==> src/rtl/load_pkg.sv <==
// rtl/load_pkg.sv - shared constants and types for the RV32I load unit
package load_pkg;

  localparam logic [2:0] F3_LB  = 3'b000;
  localparam logic [2:0] F3_LH  = 3'b001;
  localparam logic [2:0] F3_LW  = 3'b010;
  localparam logic [2:0] F3_LBU = 3'b100;
  localparam logic [2:0] F3_LHU = 3'b101;

  localparam logic [1:0] FLT_NONE     = 2'b00;
  localparam logic [1:0] FLT_MISALIGN = 2'b01;
  localparam logic [1:0] FLT_ILLEGAL  = 2'b10;
  localparam logic [1:0] FLT_TIMEOUT  = 2'b11;

  localparam int TIMEOUT_W = 8;

  typedef enum logic [1:0] {
    IDLE  = 2'd0,
    REQ   = 2'd1,
    RESP  = 2'd2,
    FAULT = 2'd3
  } state_e;

endpackage

==> src/rtl/load_extract.sv <==
// rtl/load_extract.sv - byte-lane select and sign/zero extension of a loaded word
module load_extract
  import load_pkg::*;
(
  input  logic [31:0] i_rdata,
  input  logic [1:0]  i_offset,
  input  logic [2:0]  i_funct3,
  output logic [31:0] o_data
);

  logic [7:0]  w_byte;
  logic [15:0] w_half;

  assign w_byte = i_rdata[{i_offset, 3'b000} +: 8];
  assign w_half = i_offset[1] ? i_rdata[31:16] : i_rdata[15:0];

  always_comb begin
    o_data = '0;
    case (i_funct3)
      F3_LB:   o_data = {{24{w_byte[7]}}, w_byte};
      F3_LH:   o_data = {{16{w_half[15]}}, w_half};
      F3_LW:   o_data = i_rdata;
      F3_LBU:  o_data = {24'd0, w_byte};
      F3_LHU:  o_data = {16'd0, w_half};
      default: o_data = '0;
    endcase
  end

endmodule

==> src/rtl/load_unit.sv <==
// rtl/load_unit.sv - RV32I data-memory load path (optional LOAD_TIMEOUT_EN bus watchdog)
module load_unit
  import load_pkg::*;
#(
  parameter int XLEN           = 32,
  parameter int TIMEOUT_CYCLES = 255
) (
  input  logic            i_clk,
  input  logic            i_rst,
  input  logic            i_ld_valid,
  output logic            o_ld_ready,
  input  logic [XLEN-1:0] i_ld_addr,
  input  logic [2:0]      i_ld_funct3,
  input  logic [4:0]      i_ld_rd,
  output logic            o_mem_req,
  output logic [XLEN-1:0] o_mem_addr,
  input  logic            i_mem_ack,
  input  logic [XLEN-1:0] i_mem_rdata,
  output logic            o_ld_done,
  output logic [XLEN-1:0] o_ld_data,
  output logic [4:0]      o_ld_rd_out,
  output logic [1:0]      o_ld_fault
);

  state_e          r_state;
  state_e          w_next;
  logic [1:0]      r_off;
  logic [2:0]      r_f3;
  logic [4:0]      r_rd;
  logic [XLEN-1:0] r_mem_addr;
  logic [XLEN-1:0] r_ld_data;
  logic [4:0]      r_ld_rd_out;
  logic [1:0]      r_ld_fault;
  logic            w_hs;
  logic            w_misalign;
  logic            w_illegal;
  logic            w_timeout;
  logic [XLEN-1:0] w_ext;

  assign w_hs = i_ld_valid && (r_state == IDLE);

  always_comb begin
    w_misalign = 1'b0;
    w_illegal  = 1'b0;
    case (i_ld_funct3)
      F3_LB, F3_LBU: w_misalign = 1'b0;
      F3_LH, F3_LHU: w_misalign = i_ld_addr[0];
      F3_LW:         w_misalign = |i_ld_addr[1:0];
      default:       w_illegal  = 1'b1;
    endcase
  end

  load_extract u_extract (
    .i_rdata  (i_mem_rdata),
    .i_offset (r_off),
    .i_funct3 (r_f3),
    .o_data   (w_ext)
  );

`ifdef LOAD_TIMEOUT_EN
  localparam logic [TIMEOUT_W-1:0] W_LIMIT = TIMEOUT_W'(TIMEOUT_CYCLES - 1);
  logic [TIMEOUT_W-1:0] r_wait;

  // Counts completed REQ cycles; held at zero outside REQ so it is clear on entry.
  always_ff @(posedge i_clk) begin
    if (i_rst || r_state != REQ) r_wait <= '0;
    else                         r_wait <= r_wait + 1'b1;
  end

  assign w_timeout = (r_state == REQ) && !i_mem_ack && (r_wait == W_LIMIT);
`else
  logic w_unused_timeout;
  assign w_unused_timeout = (TIMEOUT_CYCLES != 0);
  assign w_timeout = 1'b0;
`endif

  always_ff @(posedge i_clk) begin
    if (i_rst) r_state <= IDLE;
    else       r_state <= w_next;
  end

  always_comb begin
    w_next = r_state;
    case (r_state)
      IDLE:    if (w_hs) w_next = (w_misalign || w_illegal) ? FAULT : REQ;
      REQ:     if (i_mem_ack) w_next = RESP;
               else if (w_timeout) w_next = FAULT;
      RESP:    w_next = IDLE;
      FAULT:   w_next = IDLE;
      default: w_next = IDLE;
    endcase
  end

  always_ff @(posedge i_clk) begin
    if (i_rst) begin
      r_off       <= '0;
      r_f3        <= '0;
      r_rd        <= '0;
      r_mem_addr  <= '0;
      r_ld_data   <= '0;
      r_ld_rd_out <= '0;
      r_ld_fault  <= FLT_NONE;
    end else if (w_hs) begin
      r_off      <= i_ld_addr[1:0];
      r_f3       <= i_ld_funct3;
      r_rd       <= i_ld_rd;
      r_mem_addr <= {i_ld_addr[XLEN-1:2], 2'b00};
      // Faults resolve here, so the result registers are loaded for the next-cycle pulse.
      if (w_misalign || w_illegal) begin
        r_ld_data   <= '0;
        r_ld_rd_out <= i_ld_rd;
        r_ld_fault  <= w_illegal ? FLT_ILLEGAL : FLT_MISALIGN;
      end
    end else if (r_state == REQ && i_mem_ack) begin
      r_ld_data   <= w_ext;
      r_ld_rd_out <= r_rd;
      r_ld_fault  <= FLT_NONE;
    end else if (w_timeout) begin
      r_ld_data   <= '0;
      r_ld_rd_out <= r_rd;
      r_ld_fault  <= FLT_TIMEOUT;
    end
  end

  assign o_ld_ready  = (r_state == IDLE);
  assign o_mem_req   = (r_state == REQ);
  assign o_mem_addr  = r_mem_addr;
  assign o_ld_done   = (r_state == RESP) || (r_state == FAULT);
  assign o_ld_data   = r_ld_data;
  assign o_ld_rd_out = r_ld_rd_out;
  assign o_ld_fault  = r_ld_fault;

endmodule

==> config.mk <==
export PLATFORM = sky130hd
export DESIGN_NAME = load_unit
export DESIGN_NICKNAME = d
export VERILOG_FILES = /design/src/rtl/load_pkg.sv /design/src/rtl/load_extract.sv /design/src/rtl/load_unit.sv
export SDC_FILE = /design/constraint.sdc
export NUM_CORES = 1
export LEC_CHECK = 0
export ABC_AREA = 1
export BUFFER_PORTS_ARGS = -buffer_cell sky130_fd_sc_hd__buf_4
export CAP_MARGIN = 10
export CORE_MARGIN = 3
export CORE_UTILIZATION = 50
export DETAILED_ROUTE_END_ITERATION = 7
export PLACE_DENSITY = 0.78
export RECOVER_POWER = 100
export SYNTH_ARGS = -nofsm -noshare
export SYNTH_HDL_FRONTEND = slang
export SYNTH_HIERARCHICAL = 1
export SYNTH_SLANG_ARGS = --single-unit
==> constraint.sdc <==
create_clock -name i_clk -period 1.59 [get_ports i_clk]
set_input_delay 0.159 -clock i_clk [delete_from_list [all_inputs] [get_ports i_clk]]
set_output_delay 0.159 -clock i_clk [all_outputs]
set_load 0.05 [all_outputs]
==> results.txt, run 1 <==
The flow ran to the end, and the final reports show no timing, DRC or antenna violations. In the synthesized netlist, the number of instances is 596. The initial core utilization was 0.5174. The largest fanout of any net on the critical path is 16, and the total via count in the routed design is 4222. For this run, the top clock speed supported by timing is 675.1 MHz.

Buffers added to address setup during post-CTS repair amount to 0. Measured in cells, the most critical reg-to-reg path has a length of 8. The overall track demand over capacity in global routing is 0.2315. The logs give 0.008258 mm2 for the area of the placeable core and 2 for the number of buffers on the longest clock path. Setup violations remaining at the end of the flow were counted as 0. The top-area cell type share of the netlist area was 0.3795; the clock latency at the later pin of the worst-skew pair was 0.36 ns.

STA classifies the critical path startpoint as a flip-flop. The reported leakage power was 2.428 nW. The tools report the DRC violation count after routing as 0. Number of top-level pins: 150. Share of synthesized area occupied by flip-flops and latches: 0.3795. The proportion of power drawn by flip-flops and latches was 0.400. The number of buffer cells added on primary ports came out at 147.

TritonCTS built the clock tree. The post-route clock period utilization is 0.9317. In this run the power density over the cells is 1070 mW/mm2.

The first routing iteration left 225 violations. The floorplan die width is 98.44 um. The number of CTS-inserted buffers is 9, and the transition time at the pin with the least slew margin is 0.6388 ns. Yosys printed 6 warnings. Summed over all layers, the routed wires come to 11360 um. The filler cells instantiated in the layout total 827. The H-tree was split into 3 levels. The cell area that synthesis handed to floorplanning was 0.004273 mm2. The run gives 4096 as the number of global-route vias before repair. The startpoint identified for the worst register-to-register timing path is r_off[1].

The first global-routing pass estimated 18460 um of wire. The internal portion of the total power is 3.581 mW. The number of buffers inserted for hold repair after clock tree synthesis was 0; the initial antenna violation count was 0. The end of the worst register-to-register path was o_ld_data[18]. The slowest stage cell on the critical path was sky130_fd_sc_hd__dfxtp_1. After floorplanning, the core was divided into 33 placement rows. The endpoint of the worst setup timing path is o_ld_data[18].

The combinational fraction of design power was 0.294. In the post-synthesis netlist, the biggest area contributors are sky130_fd_sc_hd__dfxtp_1 38%, sky130_fd_sc_hd__nand2_1 14%, sky130_fd_sc_hd__nor2_1 9.1%. For the CTS sink count, the log shows 81. The chip height works out to 98.44 um. The clock share of power is 0.306, and the largest vdd supply drop is 0.0006936 V. The switching part of the total power works out to 0.3721. Setup repair after global routing left no endpoint under its margin. Across the routed clock network, the largest skew measured is 0.01222 ns. Power comes to 5.703 mW. The top cell types in the final layout, fill and taps aside, are 159 x sky130_fd_sc_hd__nand2_1, 104 x sky130_fd_sc_hd__nor2_1, 85 x sky130_fd_sc_hd__buf_4. The worst hold path belongs to the class in -> reg. At the worst endpoint, the arrival time is 1.78 ns.

Setup total negative slack on the finished layout was measured at 0 ns. 0 antenna diodes ended up in the layout. At the end of routability-driven placement, the weighted congestion stood at 0.8855.

The total global routing overflow was 0. The total iterations of the first detailed-routing run was 5. At the end of the flow, the number of nets in the layout was 808.

The run gives 0 as the number of cells upsized or downsized after cts. The library cell used most frequently in the layout, excluding fill and tap cells, is sky130_fd_sc_hd__nand2_1. The logs give 1.89 ns for the critical path required time and 8534 um for the detailed-placement wirelength estimate. The remaining max-slew budget at the tightest pin is 0.5760, and the flop-to-flop setup slack is 0.11 ns. The detail-routed net length per standard cell works out to 13.49 um. The run gives 28 as the count of cell types in the netlist. The type of the worst setup path was reg -> reg. Across the run, the number of max-cap violations was 0.

The largest net degree at the start of global routing was 42. The number of nets with antenna violations after routing was 0. The total die area was 0.009690 mm2.

The number of pins with negative max-slew slack in the final report was 0. The root buffer cell chosen for the clock tree is sky130_fd_sc_hd__clkbuf_8. The clock edge transition at the registers on the reported setup and hold paths was 0.09 ns. The post-synthesis to final-layout area growth came out at 24.71%.

The cell repeated most along the worst path was sky130_fd_sc_hd__nand2_1. Tracing the worst setup path back leads to its startpoint at r_off[1]. The library cell with the largest summed area after synthesis was sky130_fd_sc_hd__dfxtp_1. The critical path goes through inv_4 -> nand2_4 -> nand2_2 -> nor2_4 -> nor2_1 -> nand2_1 -> nand2_1 -> a21oi_2. The fraction of layout cells with a size suffix above 1 is 0.2524, and the time the worst path needs with I/O delays and setup is 1.481 ns.

The longest individual stage delay on the worst path was 0.45 ns. The average instance area after synthesis came out at 7.169 um2. The worst setup path is captured at a flip-flop. Using the TritonRoute via totals, the vias-per-cell ratio works out to 5.014.

The final hold violation count is 0. Final design utilization: 0.6453. After synthesis the netlist holds a flip-flop and latch count of 81. The analysis attributes to net switching a power of 2.122 mW.
-- area by class of cell --
class | instances | area, um2 | area share
flip-flops and latches | 81 | 1623 | 0.3045
inverters | 49 | 196.4 | 0.03686
well taps | 105 | 131.4 | 0.02465
multi-input cells | 428 | 2148 | 0.4031
repair buffers | 163 | 996.0 | 0.1869
clock buffers | 9 | 123.9 | 0.02324
clock inverters | 7 | 110.1 | 0.02066
-- logic make-up after synthesis --
logic type / after synthesis / synth area share
flops: 81 / 0.3795
other cells: 1 / 0.0008776
compound gates: 92 / 0.1341
buf+inv: 88 / 0.1133
simple gates: 334 / 0.3722
-- flip-flops by register name, indices dropped and copies added (netlist names) --
signal,cells
o_ld_rd_out,5
r_state,2
r_rd,5
r_f3,3
o_ld_data,32
r_off,2
o_ld_fault,2
o_mem_addr,30
-- Yosys cell counts (all sizes together) --
cell and n:
clkbuf 9, nor2 109, nand3b 1, buf 30, conb 1, nand2 166, o21ai 44, a21oi 48
inv 48, clkinv 1, nor3 1, dfxtp 81, nand3 57
-- per-stage QoR --
stage	worst slack [ns]	cell area (um2)	std cells	hold WS, ns
after floorplan	0.2397	4277	597	0.2977
after global placement	0.1585	5381	826	0.3935
after detailed placement	0.08825	5381	826	0.4034
after CTS	0.06444	5615	842	0.02110
after global routing	0.004758	5329	842	0.05637
final	0.1086	5329	842	0.04824
-- worst min path at each step --
stage / slack [ns] / start / endpoint / cells after the start
2_1_floorplan: 0.30 / i_ld_funct3[0] / r_f3[0] / 2
3_3_place_gp: 0.39 / i_ld_addr[21] / o_mem_addr[21] / 3
3_5_place_dp: 0.40 / i_ld_addr[19] / o_mem_addr[19] / 3
4_1_cts: 0.02 / i_ld_addr[19] / o_mem_addr[19] / 3
5_1_grt: 0.06 / i_ld_addr[17] / o_mem_addr[17] / 3
6_report: 0.05 / i_ld_addr[19] / o_mem_addr[19] / 3
-- worst max-delay path, delay by kind of cell, from the launching register on --
family,cells,cell delay [ns]
AND/OR/NAND/NOR,6,0.78
flip-flops,1,0.45
AO/OA/AOI/OAI,1,0.14
buffers and inverters,1,0.06
-- power by group through the flow --
stage	registers, mW	logic, mW	clock network [mW]
finish	2.28	1.68	1.74
global route	2.30	1.84	1.87
CTS	2.29	1.80	1.79
detailed placement	2.33	1.79	0
global placement	2.32	1.76	0
floorplan	2.74	0.866	0
-- per-layer routing --
layer  GRT usage  part of all wire  wire [um]  vias up
met5           0                 0          0        -
met4      0.1008             0.026        299        0
met3     0.08209              0.10       1160       24
met2      0.3989              0.49       5528      182
met1      0.2575              0.38       4370     1877
li1            -                 -          -     2139
(Power assumes the default switching activity.)
==> run 2, diff against run 1 <==
--- a/config.mk
+++ b/config.mk
@@ -5,11 +5,10 @@
 export SDC_FILE = /design/constraint.sdc
 export NUM_CORES = 1
 export LEC_CHECK = 0
-export ABC_AREA = 1
-export BUFFER_PORTS_ARGS = -buffer_cell sky130_fd_sc_hd__buf_4
+export BUFFER_PORTS_ARGS = -buffer_cell sky130_fd_sc_hd__buf_2
 export CAP_MARGIN = 10
 export CORE_MARGIN = 3
-export CORE_UTILIZATION = 50
+export CORE_UTILIZATION = 48
 export DETAILED_ROUTE_END_ITERATION = 7
 export PLACE_DENSITY = 0.78
 export RECOVER_POWER = 100
==> run 2 against run 1 <==
Sequential cell count is the same. Critical path depth shrank 4. Clock power fell by 8%. Combinational power down 14%. Via count decreased by 7.1%. The run now ends with setup timing left. Sequential share of layout area up 3.4 points. Worst setup slack got worse by 0.15 ns. Register-to-register slack worse by 0.15 ns.
==> results.txt, run 2 <==
Cell family contributing the most delay on the critical path: simple AND/OR/NAND/NOR gates. The critical path required time came out at 1.84 ns. At the pin with the least slew margin, the transition time is 0.7089 ns.

The number of flip-flops under the largest register name was 32; the number of vias per cell after detailed routing was 5.493. The count of synthesis-stage warnings from yosys was 6. The tree is rooted in a sky130_fd_sc_hd__clkbuf_8.

The floorplan step defined a core boundary enclosing 0.007370 mm2. The most critical setup path has its startpoint at r_state[1]. Worst setup slack after placement: -0.1425 ns.

The run finished, with violations left. Clock tree synthesis found a total of 81 sinks. Walking the worst path, the cells encountered are or3b_4 -> or3_4 -> nand2_8 -> mux2_2. The cell area that synthesis handed to floorplanning was 0.003699 mm2. Fraction of layout cells with a size suffix above 1: 0.2390. Number of nets with antenna violations after routing: 0.

Clock tree skew after final layout: 0.01237 ns. Overall power consumption after layout is estimated at 5.246 mW. Entering global routing, the biggest net connects 42 pins. Overall track demand over capacity in global routing: 0.2369.

Share of synthesized registers carrying an async set or reset: 0. The total overflow left after global routing is 0. In this run the static leakage power is 1.844 nW. In the synthesized netlist, the cells that appear most often are 122 x sky130_fd_sc_hd__nand2_1, 81 x sky130_fd_sc_hd__dfxtp_1, 75 x sky130_fd_sc_hd__a21oi_1.

STA puts the critical path data arrival time at 1.88 ns. The first global-routing pass estimated 16750 um of wire. The post-synthesis to final-layout area growth came out at 30.01%.

The library cell used most frequently in the layout, excluding fill and tap cells, is sky130_fd_sc_hd__nand2_1. The die is 93.78 um wide. The worst setup path is captured at a flip-flop. For the count of cell types in the netlist, the log shows 38. The worst register-to-register path has a depth of 4.

During placement, the flow inserted port buffers numbering 147. Timing would allow up to 612.1 MHz. For this run, the slowest stage of the critical path takes 0.39 ns. The flop-to-flop setup slack is -0.04 ns, and the average instance area after synthesis is 7.869 um2. Counting I/O delays and the setup requirement, the final critical path takes 1.634 ns.

Clock latency on the worst-skew pair, taken at its later pin, is 0.36 ns. The slowest stage cell on the critical path is sky130_fd_sc_hd__or3b_4. The critical path crosses 4 cells after its start point. In this run the deepest clock path goes through 2 buffers.

After detailed routing, the number of remaining DRC violations is 0. Among all flip-flop cells after synthesis, the most frequent one is sky130_fd_sc_hd__dfxtp_1. The remaining max-slew budget at the tightest pin is 0.5269. By area the synthesized netlist is led by sky130_fd_sc_hd__dfxtp_1 44%, sky130_fd_sc_hd__nand2_1 12%, sky130_fd_sc_hd__a21oi_1 10%.

For the number of buffers inserted for hold repair after clock tree synthesis, the log shows 0. Post-route clock period utilization: 1.027. TritonCTS built the clock tree.

Max-cap violations in this run came to 0. The number of top-level pins was 150; the number of buffer and inverter stages on the critical path was 0. The number of pins with negative max-slew slack in the final report is 0. The congestion estimate from routability-driven global placement came to 0.8764. Floorplan row count: 31. The initial antenna violation count was 0; the synthesis-stage register bit count was 81. The worst register-to-register path ends at o_ld_rd_out[3]. In this run the number of H-tree levels came out at 3. The worst setup path is launched from a flip-flop.

Counting flops with a built-in enable in the synthesized netlist gives 0. The net count of the finished layout is 686. For the number of global-route vias before repair, the log shows 3636.

Class of the worst hold path: in -> reg. The run gives 0 as the final hold violation count. The top-area cell type share of the netlist area came out at 0.4384.

The share of synthesized area occupied by flip-flops and latches is 0.4384, and the largest fanout of any net on the critical path is 6. The final design utilization came out at 0.6525. Library cell with the largest summed area after synthesis: sky130_fd_sc_hd__dfxtp_1. The most instantiated library cell after synthesis was sky130_fd_sc_hd__nand2_1. The total inserted antenna cells came out at 0. The run gives -0.04364 ns as the smallest setup slack after layout.

Before antenna repair, the detailed router went through 5 iterations. Setup repair after global routing could not meet its margin everywhere. In this run the vertical extent of the chip is 93.78 um.

The run gives 3922 as the total via count in the routed design. The clock edge transition at the registers on the reported setup and hold paths is 0.10 ns, and the total wire length after detailed routing is 11040 um. Detailed placement finished with a half-perimeter wire length of 7715 um.

In this run the critical register-to-register path is launched from r_state[1]. The most critical setup path has its endpoint at o_ld_rd_out[3]. After the first detailed-routing iteration, the DRC count stood at 212.

In the layout the commonest cells are 122 x sky130_fd_sc_hd__nand2_1, 79 x sky130_fd_sc_hd__dfxtp_1, 77 x sky130_fd_sc_hd__buf_2. The power density over the cells was 1091 mW/mm2. After detailed routing, the average wire length per cell comes to 15.46 um. The type of the worst setup path is reg -> reg.

The run gives 0.5019 as the initial core utilization. The die covers 0.008795 mm2. Synthesis produced a netlist whose cell count is 470. The number of CTS-inserted buffers is 9. The checks that failed: setup timing.

The number of setup violations in the final report is 30, and the largest vdd supply drop is 0.0007271 V.
## run 2: changes by cell type in the layout (fill, tap and decap cells not counted), moves of 16 or more
cell / change
sky130_fd_sc_hd__nand3_1: +26
sky130_fd_sc_hd__o21ai_0: -40
sky130_fd_sc_hd__a21oi_1: +49
sky130_fd_sc_hd__a21oi_2: -22
sky130_fd_sc_hd__nor2_1: -100
sky130_fd_sc_hd__nand3_2: -35
sky130_fd_sc_hd__buf_2: +77
sky130_fd_sc_hd__inv_1: -43
sky130_fd_sc_hd__o211ai_1: +16
sky130_fd_sc_hd__nand2_1: -37
sky130_fd_sc_hd__buf_4: -65
## run 2: what timing repair did
action,4_1_cts,5_1_grt
gates cloned,0,2
resized for setup,6,11
endpoints found under the setup margin,37,38
buffers inserted,1,1
pin swaps,0,0
## run 2: worst min-delay path, stage by stage
cell                      delay (ns)
sky130_fd_sc_hd__buf_2          0.09
sky130_fd_sc_hd__nand2_1        0.04
sky130_fd_sc_hd__a21oi_1        0.05
## run 2: cell families after synthesis
logic type / synth area share
other cells: 0.001014
compound gates: 0.1955
simple gates: 0.2470
buf+inv: 0.05683
mux: 0.06123
flops: 0.4384
## run 2: layout make-up
| cell class | count | area [um2] |
|---|---|---|
| well taps | 99 | 123.9 |
| multi-input cells | 344 | 1924 |
| repair buffers | 173 | 920.9 |
| clock inverters | 7 | 85.08 |
| clock buffers | 9 | 123.9 |
| inverters | 1 | 3.754 |
| flip-flops and latches | 81 | 1627 |
| fillers | 674 | 2561 |
## run 2: routing by layer
layer | global-route usage | wire, um | vias up
li1 | - | - | 1909
met1 | 0.2904 | 4392 | 1791
met2 | 0.3844 | 5214 | 193
met3 | 0.07212 | 1136 | 29
met4 | 0.09988 | 299 | 0
met5 | 0 | 0 | -
## run 2: power breakdown
part	leakage [nW]	total, mW	internal, mW	switching [mW]
clock network	0.106	1.60	0.756	0.840
logic	1.08	1.44	0.471	0.966
registers	0.662	2.21	2.15	0.0652
total	1.84	5.25	3.37	1.87
## run 2: stage by stage
stage,hold WS (ns),instances,cell area (um2),setup TNS (ns)
floorplan,0.2950,471,3714,-7.161
global placement,0.3992,694,4567,-3.224
detailed placement,0.4056,694,4567,-4.629
CTS,0.007219,711,4800,-0.2413
global route,0.02291,714,4808,-2.480
finish,0.02406,714,4808,-0.4375
## run 2: worst min-delay path by stage
stage,from,end,slack (ns),cells after the start
6_report,i_ld_addr[25],o_mem_addr[25],0.02,3
5_1_grt,i_ld_addr[13],o_mem_addr[13],0.02,3
4_1_cts,i_ld_addr[13],o_mem_addr[13],0.007,3
3_5_place_dp,i_ld_addr[13],o_mem_addr[13],0.41,3
3_3_place_gp,i_ld_addr[25],o_mem_addr[25],0.40,3
2_1_floorplan,i_ld_addr[1],r_off[1],0.29,2
==> run 3, diff against run 2 <==
--- a/config.mk
+++ b/config.mk
@@ -12,6 +12,7 @@
 export DETAILED_ROUTE_END_ITERATION = 7
 export PLACE_DENSITY = 0.78
 export RECOVER_POWER = 100
+export REMOVE_ABC_BUFFERS = 1
 export SYNTH_ARGS = -nofsm -noshare
 export SYNTH_HDL_FRONTEND = slang
 export SYNTH_HIERARCHICAL = 1
==> run 3 against run 2 <==
The flow still finishes with violations (setup timing). Final area up 0.55%. Routed wire length decreased by 3.0%. Via count shrank 1.4%. Clock skew is 0.0032 ns lower. Combinational power about the same. Global-route usage up 0.085 points. Non-clock buffer count up 3. First-iteration DRC count is 6.6% higher. Count of clock-buffer cells in the layout rose by 1.
==> results.txt, run 3 (synthesized netlist as in run 2, its figures left out) <==
The run finished, with violations left. The checks that failed: setup timing. Setup repair after global routing could not meet its margin everywhere. The type of the worst setup path is reg -> reg. At the pin with the least slew margin, the transition time is 0.6274 ns.

Internal power comes to 3.255 mW. Setup total negative slack on the finished layout was measured at -2.707 ns. Counting instances, the worst hold path has a depth of 3. The tools report the capturing element type of the critical path as a flip-flop. The data arrival time of the critical path was 1.92 ns. The tools report the total via count in the routed design as 3866. The number of flip-flops under the largest register name was 32; the number of top-level pins was 150. The largest vdd supply drop came out at 0.0006206 V. The time the worst path needs with I/O delays and setup came out at 1.696 ns. For this design the ratio of total power to cell area is 1050 mW/mm2. The total inserted antenna cells was 0; the global-route wire length before repair was 16680 um. Clock tree synthesis found a total of 81 sinks. TritonCTS built the clock tree. For the final hold violation count, the log shows 0. Clock edge transition at the registers on the reported setup and hold paths: 0.09 ns. The DRC violation count after routing is 0.

The switching part of the total power was 0.3586; the number of nets with antenna violations after routing was 0. STA classifies the critical path startpoint as a flip-flop. The run gives 0 as the initial antenna violation count. The min-delay analysis places its worst path in the category in -> reg.

The initial core utilization came out at 0.5019. Across the run, the number of max-cap violations was 0. The number of buffer cells added on primary ports came out at 147. For the clock tree skew after final layout, the log shows 0.009149 ns. The logs give 0 for the number of pins with negative max-slew slack in the final report and 4403 um for the wire length on met1.

Clock tree synthesis selected as its root buffer the cell sky130_fd_sc_hd__clkbuf_8. The remaining max-slew budget at the tightest pin was 0.5835. Setup violations remaining at the end of the flow were counted as 38. The smallest setup slack after layout is -0.1056 ns. OpenSTA, run right after detailed placement, puts the worst setup slack at -0.1091 ns. The initialized floorplan defines 31 standard-cell rows. In this run the static leakage power is 1.845 nW.

The number of buffers on the longest clock path was 2; the number of CTS-inserted buffers was 9. Fraction of layout cells with a size suffix above 1: 0.2476. The number of vias per cell after detailed routing was 5.392; the post-synthesis to final-layout area growth was 30.72%.

The switching power is 1.820 mW, and the violation count after the first detailed-routing iteration is 226. The library cell used most frequently in the layout, excluding fill and tap cells, is sky130_fd_sc_hd__nand2_1. After detailed routing, no signal wire sits above met4. The critical path required time is 1.81 ns, and the largest net degree at the start of global routing is 42. Measured along the x axis, the die boundary spans 93.78 um. The proportion of power drawn by flip-flops and latches is 0.437. In this run, post-CTS hold repair placed 0 buffers. For the detailed-placement wirelength estimate, the log shows 7467 um. Counting tap cells, the placed design contains a total of 699 instances. The clock share of power was 0.281. Wires add up to 10710 um. The post-route clock period utilization is 1.066. The clock reaches the later pin of the worst-skew pair after 0.35 ns. The net count of the finished layout is 689. In the detailed route, the total length drawn on met2 is 4988 um.

For the total die area, the log shows 0.008795 mm2. In this run the vertical extent of the chip is 93.78 um. The run gives 0.2377 as the overall track demand over capacity in global routing.

The tools report the number of global-route vias before repair as 3566. The run gives 3 as the total number of H-tree levels. In the layout the commonest cells are 122 x sky130_fd_sc_hd__nand2_1, 78 x sky130_fd_sc_hd__dfxtp_1, 76 x sky130_fd_sc_hd__buf_2.

For the tightest hold margin, the log shows 0.03416 ns. The total iterations of the first detailed-routing run was 5; the detail-routed net length per standard cell was 14.93 um. Derived from the worst setup path, the maximum achievable clock frequency is 589.8 MHz. Summed over all nets, wire length on met3 after detailed routing comes to 1143 um. The combinational fraction of design power was 0.281; the largest fanout of any net on the critical path was 12. The total area inside the core boundary comes to 0.007370 mm2.

The finished layout holds 717 standard cells, fillers aside. For the worst flop-to-flop path, the logic depth is 6. Total global routing overflow: 0. The run gives 0.8510 as the final weighted congestion in routability-driven placement.
## run 3: per-layer routing
metal  vias to the layer above  track usage
met1                      1765       0.2909
met5                         -            0
met3                        13      0.07452
li1                       1908            -
met2                       180       0.3927
met4                         0      0.08424
## run 3: critical path: stages, from the launching register on
cell,delay [ns]
sky130_fd_sc_hd__dfxtp_2,0.33
sky130_fd_sc_hd__or3b_4,0.39
sky130_fd_sc_hd__or3_4,0.37
sky130_fd_sc_hd__buf_8,0.16
sky130_fd_sc_hd__clkbuf_16,0.17
sky130_fd_sc_hd__nand3_1,0.08
sky130_fd_sc_hd__a21oi_1,0.07
## run 3: through the flow
| stage | power, mW | util | instance area [um2] |
|---|---|---|---|
| after floorplan | 3.152 | - | 3496 |
| after global placement | 3.631 | 0.6277 | 4626 |
| after detailed placement | 3.663 | 0.6277 | 4626 |
| after CTS | 5.090 | 0.6550 | 4827 |
| after global routing | 5.312 | 0.6560 | 4835 |
| final | 5.075 | 0.6560 | 4835 |
## run 3: power groups by stage
stage               Combinational, mW  Clock [mW]  Sequential (mW)
floorplan                       0.538           0             2.61
global placement                 1.38           0             2.25
detailed placement               1.40           0             2.26
CTS                              1.41        1.46             2.22
global route                     1.54        1.54             2.24
finish                           1.43        1.43             2.22
## run 3: final cells by class
type / instances / area, um2
clock inverter: 6 / 48.80
multi-input combinational: 344 / 1921
tap: 99 / 123.9
inverter: 1 / 3.754
fill: 709 / 2535
clock buffer: 10 / 137.6
timing repair buffer: 176 / 974.7
sequential: 81 / 1625
## run 3: worst paths after layout
kind	start	to	slack (ns)
hold reg to reg	o_mem_addr[28]	o_mem_addr[28]	0.46
hold / removal	i_ld_addr[20]	o_mem_addr[20]	0.03
setup / recovery	r_state[1]	o_ld_data[24]	-0.11
setup reg to reg	r_state[1]	o_ld_data[24]	-0.11
## run 3: repair_timing
| action | in CTS | in global routing |
|---|---|---|
| cloned | 0 | 2 |
| endpoints found under the setup margin | 38 | 41 |
| buffers inserted | 0 | 0 |
| endpoints found under the hold margin | 0 | 0 |
| resized for setup | 5 | 13 |
| pin swaps | 0 | 1 |
